===== src/rtl/dff_pipe_pkg.sv =====
`default_nettype none
// +------------------------------------------------------------------+
// | dff_pipe_pkg : shared constants and sizing helper for the chain  |
// | Rev 1.0                                                          |
// +------------------------------------------------------------------+
package dff_pipe_pkg;

    localparam int c_default_width = 8;
    localparam int c_default_depth = 4;

    // Bits needed to count 0..depth valid stages.
    function automatic int occ_width(input int depth);
        return $clog2(depth + 1);
    endfunction

endpackage
`default_nettype wire


===== src/rtl/dff_pipe_chain_if.sv =====
`default_nettype none
// +------------------------------------------------------------------+
// | dff_pipe_chain_if : valid/ready handshake bundle for the chain   |
// | Rev 1.0                                                          |
// +------------------------------------------------------------------+
interface dff_pipe_chain_if
    import dff_pipe_pkg::*;
#(
    parameter int WIDTH = c_default_width,
    parameter int DEPTH = c_default_depth
);

    logic                          in_valid;
    logic                          in_ready;
    logic [WIDTH-1:0]              in_data;
    logic                          out_valid;
    logic                          out_ready;
    logic [WIDTH-1:0]              out_data;
    logic [occ_width(DEPTH)-1:0]   occupancy;

    modport master (
        output in_valid, in_data, out_ready,
        input  in_ready, out_valid, out_data, occupancy
    );

    modport slave (
        input  in_valid, in_data, out_ready,
        output in_ready, out_valid, out_data, occupancy
    );

endinterface
`default_nettype wire


===== src/rtl/dff_pipe_stage.sv =====
`default_nettype none
// +------------------------------------------------------------------+
// | dff_pipe_stage : one valid/data register pair with load/drain    |
// | Rev 1.0                                                          |
// +------------------------------------------------------------------+
module dff_pipe_stage #(
    parameter int               WIDTH      = 8,
    parameter logic [WIDTH-1:0] RESET_DATA = '0
) (
    input  wire logic             clk,
    input  wire logic             resetn,
    input  wire logic             flush,
    input  wire logic             up_valid,
    input  wire logic [WIDTH-1:0] up_data,
    input  wire logic             dn_ready,
    output      logic             stage_ready,
    output      logic             valid,
    output      logic [WIDTH-1:0] data
);

    logic             valid_q;
    logic             valid_d;
    logic [WIDTH-1:0] data_q;
    logic [WIDTH-1:0] data_d;
    logic             w_load;

    // An empty stage accepts even if everything downstream is stalled.
    assign stage_ready = ~valid_q | dn_ready;
    assign w_load      = up_valid & stage_ready & ~flush;

    always_comb begin
        valid_d = valid_q;
        data_d  = data_q;
        if (flush) begin
            valid_d = 1'b0;
        end else if (w_load) begin
            valid_d = 1'b1;
            data_d  = up_data;
        end else if (dn_ready & valid_q) begin
            valid_d = 1'b0;
        end
    end

    always_ff @(posedge clk) begin
        if (!resetn) begin
            valid_q <= 1'b0;
            data_q  <= RESET_DATA;
        end else begin
            valid_q <= valid_d;
            data_q  <= data_d;
        end
    end

    assign valid = valid_q;
    assign data  = data_q;

endmodule
`default_nettype wire


===== src/rtl/dff_pipe_chain.sv =====
`default_nettype none
// +------------------------------------------------------------------+
// | dff_pipe_chain : DEPTH-stage bubble-collapsing register pipeline |
// | Rev 1.0                                                          |
// +------------------------------------------------------------------+
module dff_pipe_chain
    import dff_pipe_pkg::*;
#(
    parameter int               WIDTH      = c_default_width,
    parameter int               DEPTH      = c_default_depth,
    parameter logic [WIDTH-1:0] RESET_DATA = '0
) (
    input  wire logic         clk,
    input  wire logic         resetn,
    input  wire logic         flush,
    dff_pipe_chain_if.slave   bus
);

    localparam int c_occ_w = occ_width(DEPTH);

    logic [DEPTH-1:0] w_valid;
    logic [WIDTH-1:0] w_data [DEPTH];
    logic [DEPTH:0]   w_rdy;
    logic [c_occ_w-1:0] w_occ;

    generate
        if (DEPTH < 1 || WIDTH < 1) begin : g_bad_params
            $error("dff_pipe_chain: DEPTH and WIDTH must both be at least 1");
        end
    endgenerate

    assign w_rdy[DEPTH] = bus.out_ready;

    generate
        for (genvar i = 0; i < DEPTH; i++) begin : g_stage
            logic             w_up_valid;
            logic [WIDTH-1:0] w_up_data;

            if (i == 0) begin : g_head
                assign w_up_valid = bus.in_valid;
                assign w_up_data  = bus.in_data;
            end else begin : g_body
                assign w_up_valid = w_valid[i-1];
                assign w_up_data  = w_data[i-1];
            end

            dff_pipe_stage #(
                .WIDTH      (WIDTH),
                .RESET_DATA (RESET_DATA)
            ) u_stage (
                .clk         (clk),
                .resetn      (resetn),
                .flush       (flush),
                .up_valid    (w_up_valid),
                .up_data     (w_up_data),
                .dn_ready    (w_rdy[i+1]),
                .stage_ready (w_rdy[i]),
                .valid       (w_valid[i]),
                .data        (w_data[i])
            );
        end
    endgenerate

    always_comb begin
        w_occ = '0;
        for (int i = 0; i < DEPTH; i++) begin
            w_occ = w_occ + c_occ_w'(w_valid[i]);
        end
    end

    // Flush masks both handshakes so nothing transfers in the flush cycle.
    assign bus.in_ready  = w_rdy[0] & ~flush;
    assign bus.out_valid = w_valid[DEPTH-1] & ~flush;
    assign bus.out_data  = w_data[DEPTH-1];
    assign bus.occupancy = w_occ;

endmodule
`default_nettype wire


===== src/flat_wrapper.sv =====
// flat-port wrapper written by rule: the top's interface ports become plain ports
module dff_pipe_chain_flat import dff_pipe_pkg::*;
#(
    parameter int               WIDTH      = c_default_width,
    parameter int               DEPTH      = c_default_depth,
    parameter logic [WIDTH-1:0] RESET_DATA = '0
)
  (clk, resetn, flush, bus_in_valid, bus_in_data, bus_out_ready, bus_in_ready, bus_out_valid, bus_out_data, bus_occupancy);
  dff_pipe_chain_if #(.WIDTH(WIDTH), .DEPTH(DEPTH)) bus_i ();
  input  wire logic clk;
  input  wire logic resetn;
  input  wire logic flush;
  input wire logic [$bits(bus_i.in_valid)-1:0] bus_in_valid;
  input wire logic [$bits(bus_i.in_data)-1:0] bus_in_data;
  input wire logic [$bits(bus_i.out_ready)-1:0] bus_out_ready;
  output wire logic [$bits(bus_i.in_ready)-1:0] bus_in_ready;
  output wire logic [$bits(bus_i.out_valid)-1:0] bus_out_valid;
  output wire logic [$bits(bus_i.out_data)-1:0] bus_out_data;
  output wire logic [$bits(bus_i.occupancy)-1:0] bus_occupancy;
  assign bus_i.in_valid = bus_in_valid;
  assign bus_i.in_data = bus_in_data;
  assign bus_i.out_ready = bus_out_ready;
  assign bus_in_ready = bus_i.in_ready;
  assign bus_out_valid = bus_i.out_valid;
  assign bus_out_data = bus_i.out_data;
  assign bus_occupancy = bus_i.occupancy;
  dff_pipe_chain #(.WIDTH(WIDTH), .DEPTH(DEPTH), .RESET_DATA(RESET_DATA)) u_core (.clk(clk), .resetn(resetn), .flush(flush), .bus(bus_i));
endmodule

===== config.mk =====
export PLATFORM = sky130hd
export DESIGN_NAME = dff_pipe_chain_flat
export DESIGN_NICKNAME = d
export VERILOG_FILES = /design/src/rtl/dff_pipe_pkg.sv /design/src/rtl/dff_pipe_chain_if.sv /design/src/rtl/dff_pipe_stage.sv /design/src/rtl/dff_pipe_chain.sv /design/src/flat_wrapper.sv
export SDC_FILE = /design/constraint.sdc
export NUM_CORES = 1
export LEC_CHECK = 0
export ABC_AREA = 1
export CAP_MARGIN = 20
export CORE_MARGIN = 5
export CORE_UTILIZATION = 50
export DETAILED_ROUTE_END_ITERATION = 8
export GPL_TIMING_DRIVEN = 0
export PLACE_DENSITY_LB_ADDON = 0.15
export SLEW_MARGIN = 20
export SYNTH_ARGS = -nofsm -noshare
export SYNTH_HDL_FRONTEND = slang
export SYNTH_SLANG_ARGS = --single-unit

===== constraint.sdc =====
create_clock -name clk -period 3.62 [get_ports clk]
set_input_delay 0.543 -clock clk [delete_from_list [all_inputs] [get_ports clk]]
set_output_delay 0.543 -clock clk [all_outputs]
set_load 0.02 [all_outputs]

==> impl_results.md, run 1 <==
- Die H: approximately 64 um
- Cts bufs inserted: 5
- Peak supply drop: a little under 0.0003 V
- Core Util, Final: 64.96%
- Total power: 689.9 uW
- Register-to-register setup slack: 2250 ps
- Final hold vios: 0
- Hold_sp: u_core.g_stage[1].u_stage.data[5]$_SDFFE_PN0P_
- Final Non-Filler Cells: around 260
- Max transition margin: about three quarters
- Post-detail-place hpwl: between 2000 and 2500 um
- Die width: about 64 um
- Setup CP Type: reg2out
- Initial cell density of the core: 52.68%
- CTS resizes: 0
- Crit-path max FO: 4
- Post-synth top area share: 49.19%
- Netlist cell types: 20
- 1st-pass router iterations: 4
- Most common cell after layout, fill and taps aside: nor2_1
- Largest family of logic cells by synthesized area: simple AND/OR/NAND/NOR gates
- Antenna Nets Post-Route: 0
- Crit path to: bus_occupancy[1]
- DRC viols: 0
- RSZ-0062 raised after global routing: no
- Clk sinks: 36
- Setup TNS Final: 0 ps
- Sequential element share of the synthesized area: between 40% and 50%
- Clock Tree Buf Depth: 2
- H-tree depth: 2
- Ports: 26
- Worst Setup SP: u_core.g_stage[1].u_stage.valid$_SDFFE_PP0P_
- Setup crit end kind: primary output
- IO buf count: 24
- Drt via density: between 4 and 5
- Routed WL per cell: 10.16 um
- Synth Instances: 199
- Max-cap violations: 0
- Total vias in the final route: approximately 1200
- Vias in the first global route: approximately 1200
- Fmax: 351.3 MHz
- Die area: 4113 um^2
- CORE AREA: around 2800 um^2
- FF+latch count, synth: 36
- First-pass GRT wire length: slightly below 5000 um
- Main area contributors after synthesis: dfxtp_1 49%, nor2_1 16%, o21ai_0 8.2%
- Grt ovf: 0
- Hold Path Depth: 2
- CTS tree: built
- Clk slew on worst S/H paths: approximately 100 ps
- Warnings, synthesis: 0
- Adder-Cell Fraction of Synth Area: under 10%
- R2r endpoint: u_core.g_stage[2].u_stage.data[7]$_SDFFE_PN0P_
- CP required: just over 3000 ps
- Post-synthesis mux area share: 0%
- Nets: between 200 and 250
- Drt first-iter violations: just under 70
- Endpoints failing setup: 0
- Leakage Power: ~0.00083 uW
- Initial antenna violation count: 0
- Routability Congestion: ~0.75
- Cell Area, Synth: 1465 um^2
- GRT Total Usage: approximately 15%
- Ant diodes: 0
- CP Launch Type: flip-flop
- Routed WL: ~2700 um
- Final setup skew: 6.137 ps
- Synth Area in Compound Gates: approximately 9.2%
- Avg Cell Area, Syn: around 7.4 um^2
- Leading area contributor after synthesis: dfxtp_1
- Status: complete, no violations
- Period minus WS final: about 2800 ps
- Layout Area Growth over Synthesis: 23.31%
- Hold Path Class: reg2reg
- Synthesized net count: 215
- Cell Pwr Density: 381.8 nW/um^2
- Worst skew pair latency: ~330 ps
- Worst Reg-to-Reg Cells: 7
- Largest net degree at the start of global routing: 12
- XOR/XNOR share of the synthesized area: 0%
- Postcts setup bufs: 0
- Root Driver: clkbuf_4
- Period utilisation layout: around four fifths
- Most frequent cells in the layout: 62 x nor2_1, 36 x dfxtp_1, 30 x inv_1, 24 x o21ai_0, 24 x clkdlybuf4s50_1
- Share of cells above drive strength 1: under 10%
- Dpl cells: around 250
- Placement Rows: 19
- Slew Viols, Final: 0
- Hold buffer count at cts: 0
- Actual slew at the worst max-slew pin: ~380 ps
- Post-Synth Simple-Gate Area: about 28%
- Worst r2r src: u_core.g_stage[3].u_stage.valid$_SDFFE_PP0P_
- Critical path data arrival time: 2300 ps
## critical path: stages (launching register included)
cell             delay (ps)
dfxtp_1                 340
ha_1                    330
fa_1                    430
ha_1                    280
clkdlybuf4s50_1         590
## cells in the mapped netlist
cell,number
nand3_2,1
nand2_2,1
nor2_1,62
clkinv_1,1
clkbuf_1,2
clkbuf_4,1
nand3_1,1
o21ai_0,24
ha_1,2
nand2_1,19
nor2_4,1
buf_6,1
dfxtp_1,36
inv_1,30
inv_2,2
a21oi_1,3
nand4_1,9
fa_1,1
nor3_4,1
buf_2,1
## metrics by stage
| stage | instance area [um^2] | hold slack (ps) | setup WS [ps] |
|---|---|---|---|
| finish | 1807 | 488.4 | 773.2 |
| global route | 1807 | 515.7 | 695.1 |
| CTS | 1807 | 496.3 | 737.2 |
| detailed placement | 1744 | 471.5 | 910.5 |
| global placement | 1744 | 456.3 | 908.9 |
| floorplan | 1465 | 449.5 | 1662 |
## state kept, by name, summed over array words and instances (netlist names)
register / cells
u_core.g_stage.u_stage.data: 32
u_core.g_stage.u_stage.valid: 4
## worst min path at each step
stage	endpoint	slack (ps)
global route	u_core.g_stage[2].u_stage.data[5]$_SDFFE_PN0P_	520
global placement	u_core.g_stage[1].u_stage.data[5]$_SDFFE_PN0P_	460
CTS	u_core.g_stage[1].u_stage.data[0]$_SDFFE_PN0P_	500
floorplan	u_core.g_stage[1].u_stage.data[0]$_SDFFE_PN0P_	450
detailed placement	u_core.g_stage[1].u_stage.data[0]$_SDFFE_PN0P_	470
finish	u_core.g_stage[1].u_stage.data[5]$_SDFFE_PN0P_	490
## report_power, final
group / switching [uW] / internal [uW]
clock: 127 / 95.1
combinational: 31.1 / 26.8
sequential: 4.26 / 405
total: 163 / 527
## logic make-up after synthesis
family	Yosys count
AO/OA/AOI/OAI	27
adder cells (fa/ha/maj)	3
buffers and inverters	38
flip-flops	36
AND/OR/NAND/NOR	95
## layer usage
metal | GRT usage [%] | vias to the layer above | share of wire (%) | routed length (um)
li1 | - | 675 | - | -
met1 | 17.08 | 531 | 44 | 1159
met2 | 25.25 | 28 | 49 | 1301
met3 | 3.678 | 5 | 5.4 | 145
met4 | 8.397 | 0 | 2.1 | 57
met5 | 0 | - | 0 | 0
## final cells by class
type | count | area [um^2]
flip-flops and latches | 36 | 720.7
inverters | 33 | 123.9
well taps | 31 | 38.79
multi-input cells | 125 | 589.3
clock inverters | 1 | 7.507
plain buffers | 5 | 31.28
fillers | 255 | 974.7
clock buffers | 7 | 55.05
repair buffers | 24 | 240.2
Note: power is estimated with default switching activity, not from simulation.
==> inputs of run 2 (changes only) <==
clock period = 2.8 ns   (was 3.62 ns; I/O delays follow)
==> run 2 against run 1 <==
Net effect: critical path type unchanged; sequential share of layout area decreased by 0.055 points; highest routed layer unchanged; clock power increased by 30%; core utilization increased by 0.090 points.
==> impl_results.md, run 2 (synthesis results as in run 1) <==
- Initial cell density of the core: 52.68%
- Reg area: 720.7 um^2
- Routability Congestion: 0.7523
- Drt via density: between 4 and 5
- Largest register FFs: 32
- Routed WL per cell: a little over 10 um
- Worst r2r src: u_core.g_stage[3].u_stage.valid$_SDFFE_PP0P_
- Ant diodes: 0
- Most frequent cells in the layout: 62 x nor2_1, 36 x dfxtp_1, 30 x inv_1, 24 x o21ai_0, 23 x clkdlybuf4s50_1
- Endpoints failing setup: 0
- Clk sinks: 36
- H-tree depth: 2
- Initial antenna violation count: 0
- Crit-path max FO: 4
- Final hold slack: 488.4 ps
- Die width: approximately 64 um
- Max-cap violations: 0
- Max transition margin: ~75%
- Hold Path Depth: 2
- R2r endpoint: u_core.g_stage[2].u_stage.data[7]$_SDFFE_PN0P_
- Actual slew at the worst max-slew pin: between 300 and 400 ps
- First-pass GRT wire length: ~5000 um
- Die H: about 64 um
- Leakage Power: between 0.0008 and 0.0009 uW
- Seq pwr share: between 50% and 60%
- Fmax: 390.1 MHz
- CP required: between 2000 and 2500 ps
- Area of the multi-input gates: 589.3 um^2
- Ports: 26
- Antenna Nets Post-Route: 0
- Routed WL: between 2000 and 3000 um
- Layout Area Growth over Synthesis: 23.48%
- DRC viols: 0
- Final Instance Area: 1809 um^2
- Period minus WS final: 2563 ps
- Slew Viols, Final: 0
- P_sw: ~210 uW
- Period utilisation layout: 91.54%
- Setup crit end kind: primary output
- Hold_sp: u_core.g_stage[1].u_stage.data[5]$_SDFFE_PN0P_
- Most common cell after layout, fill and taps aside: nor2_1
- CORE AREA: 2781 um^2
- Cts bufs inserted: 5
- Cell Pwr Density: just under 500 nW/um^2
- CTS tree: built
- Root Driver: clkbuf_4
- RSZ-0062 raised after global routing: no
- Setup TNS Final: 0 ps
- GRT Total Usage: between 10 and 15%
- Post-detail-place hpwl: roughly 2000 um
- Drt first-iter violations: roughly 70
- Peak supply drop: just under 0.0004 V
- Nets: around 250
- Status: complete, no violations
- Final setup skew: a little over 6 ps
- Worst Reg-to-Reg Cells: 7
- IO buf count: 24
- Register-to-register setup slack: about 1400 ps
- Dpl cells: 254
- Placement Rows: 19
- Postcts setup bufs: 0
- 1st-pass router iterations: 4
- CP Launch Type: flip-flop
- Largest net degree at the start of global routing: 12
- Die area: 4113 um^2
- Switching part of the total: roughly a quarter
- Comb power frac: under 10%
- Grt ovf: 0
- Total vias in the final route: about 1200
- FILL cells: around 260
- Power Internal: 681.4 uW
- Share of cells above drive strength 1: 6.926%
- Worst skew pair latency: around 330 ps
- Critical path data arrival time: between 2000 and 2500 ps
- Placed Area: 1744 um^2
- Clk slew on worst S/H paths: about 100 ps
- Sink of the worst hold path: u_core.g_stage[1].u_stage.data[5]$_SDFFE_PN0P_
- Clk pwr share: 32.2%
- Final hold vios: 0
- Vias in the first global route: around 1200
- Setup CP Type: reg2out
- Final Non-Filler Cells: ~260
- Clock Tree Buf Depth: 2
- Total power: around 900 uW
- Hold Path Class: reg2reg
## run 2: how the worst max path moves through the flow
stage | cells past startpoint | from | slack (ps) | to
floorplan | 3 | u_core.g_stage[1].u_stage.valid$_SDFFE_PP0P_ | 970 | bus_occupancy[1]
detailed placement | 7 | bus_out_ready | 340 | bus_in_ready
global placement | 7 | bus_out_ready | 330 | bus_in_ready
finish | 4 | u_core.g_stage[1].u_stage.valid$_SDFFE_PP0P_ | 240 | bus_occupancy[2]
global route | 4 | u_core.g_stage[1].u_stage.valid$_SDFFE_PP0P_ | 170 | bus_occupancy[2]
CTS | 4 | u_core.g_stage[1].u_stage.valid$_SDFFE_PP0P_ | 40 | bus_occupancy[1]
## run 2: metrics by stage
stage                     utilization, %  setup slack, ps
after floorplan                        -            965.5
after detailed placement           62.71            336.5
after global placement             62.71            334.9
final                              65.05            236.9
after global routing               65.05            168.0
after CTS                          64.96            40.17
## run 2: layout make-up
type                       instances  area share (%)
clock buffer                       7           3.043
timing repair buffer              24           13.42
clock inverter                     1          0.4149
inverter                          33           6.846
buffer                             5           1.729
sequential                        36           39.83
multi-input combinational        125           32.57
tap                               31           2.144
## run 2: what timing repair did
item                       in CTS  in global routing
setup endpoints to repair       0                  1
gates resized for setup         0                  1
hold buffers                    0                  0
## run 2: power by group through the flow
| stage | combinational (uW) | sequential (uW) | clock [uW] |
|---|---|---|---|
| finish | 74.9 | 529 | 288 |
| global route | 86.7 | 531 | 327 |
| CTS | 75.6 | 529 | 297 |
| detailed placement | 75.1 | 541 | 0 |
| global placement | 72.4 | 541 | 0 |
| floorplan | 45.3 | 540 | 0 |
## run 2: worst max-delay path: stages (launching register included)
cell             delay, ps
dfxtp_1                340
ha_1                   330
fa_1                   430
ha_1                   180
clkdlybuf4s50_1        530
## run 2: layer usage
metal | GRT usage [%] | part of all wire (%)
met1 | 17.08 | 44
met2 | 25.25 | 49
met3 | 3.678 | 5.4
met4 | 8.397 | 2.1
met5 | 0 | 0
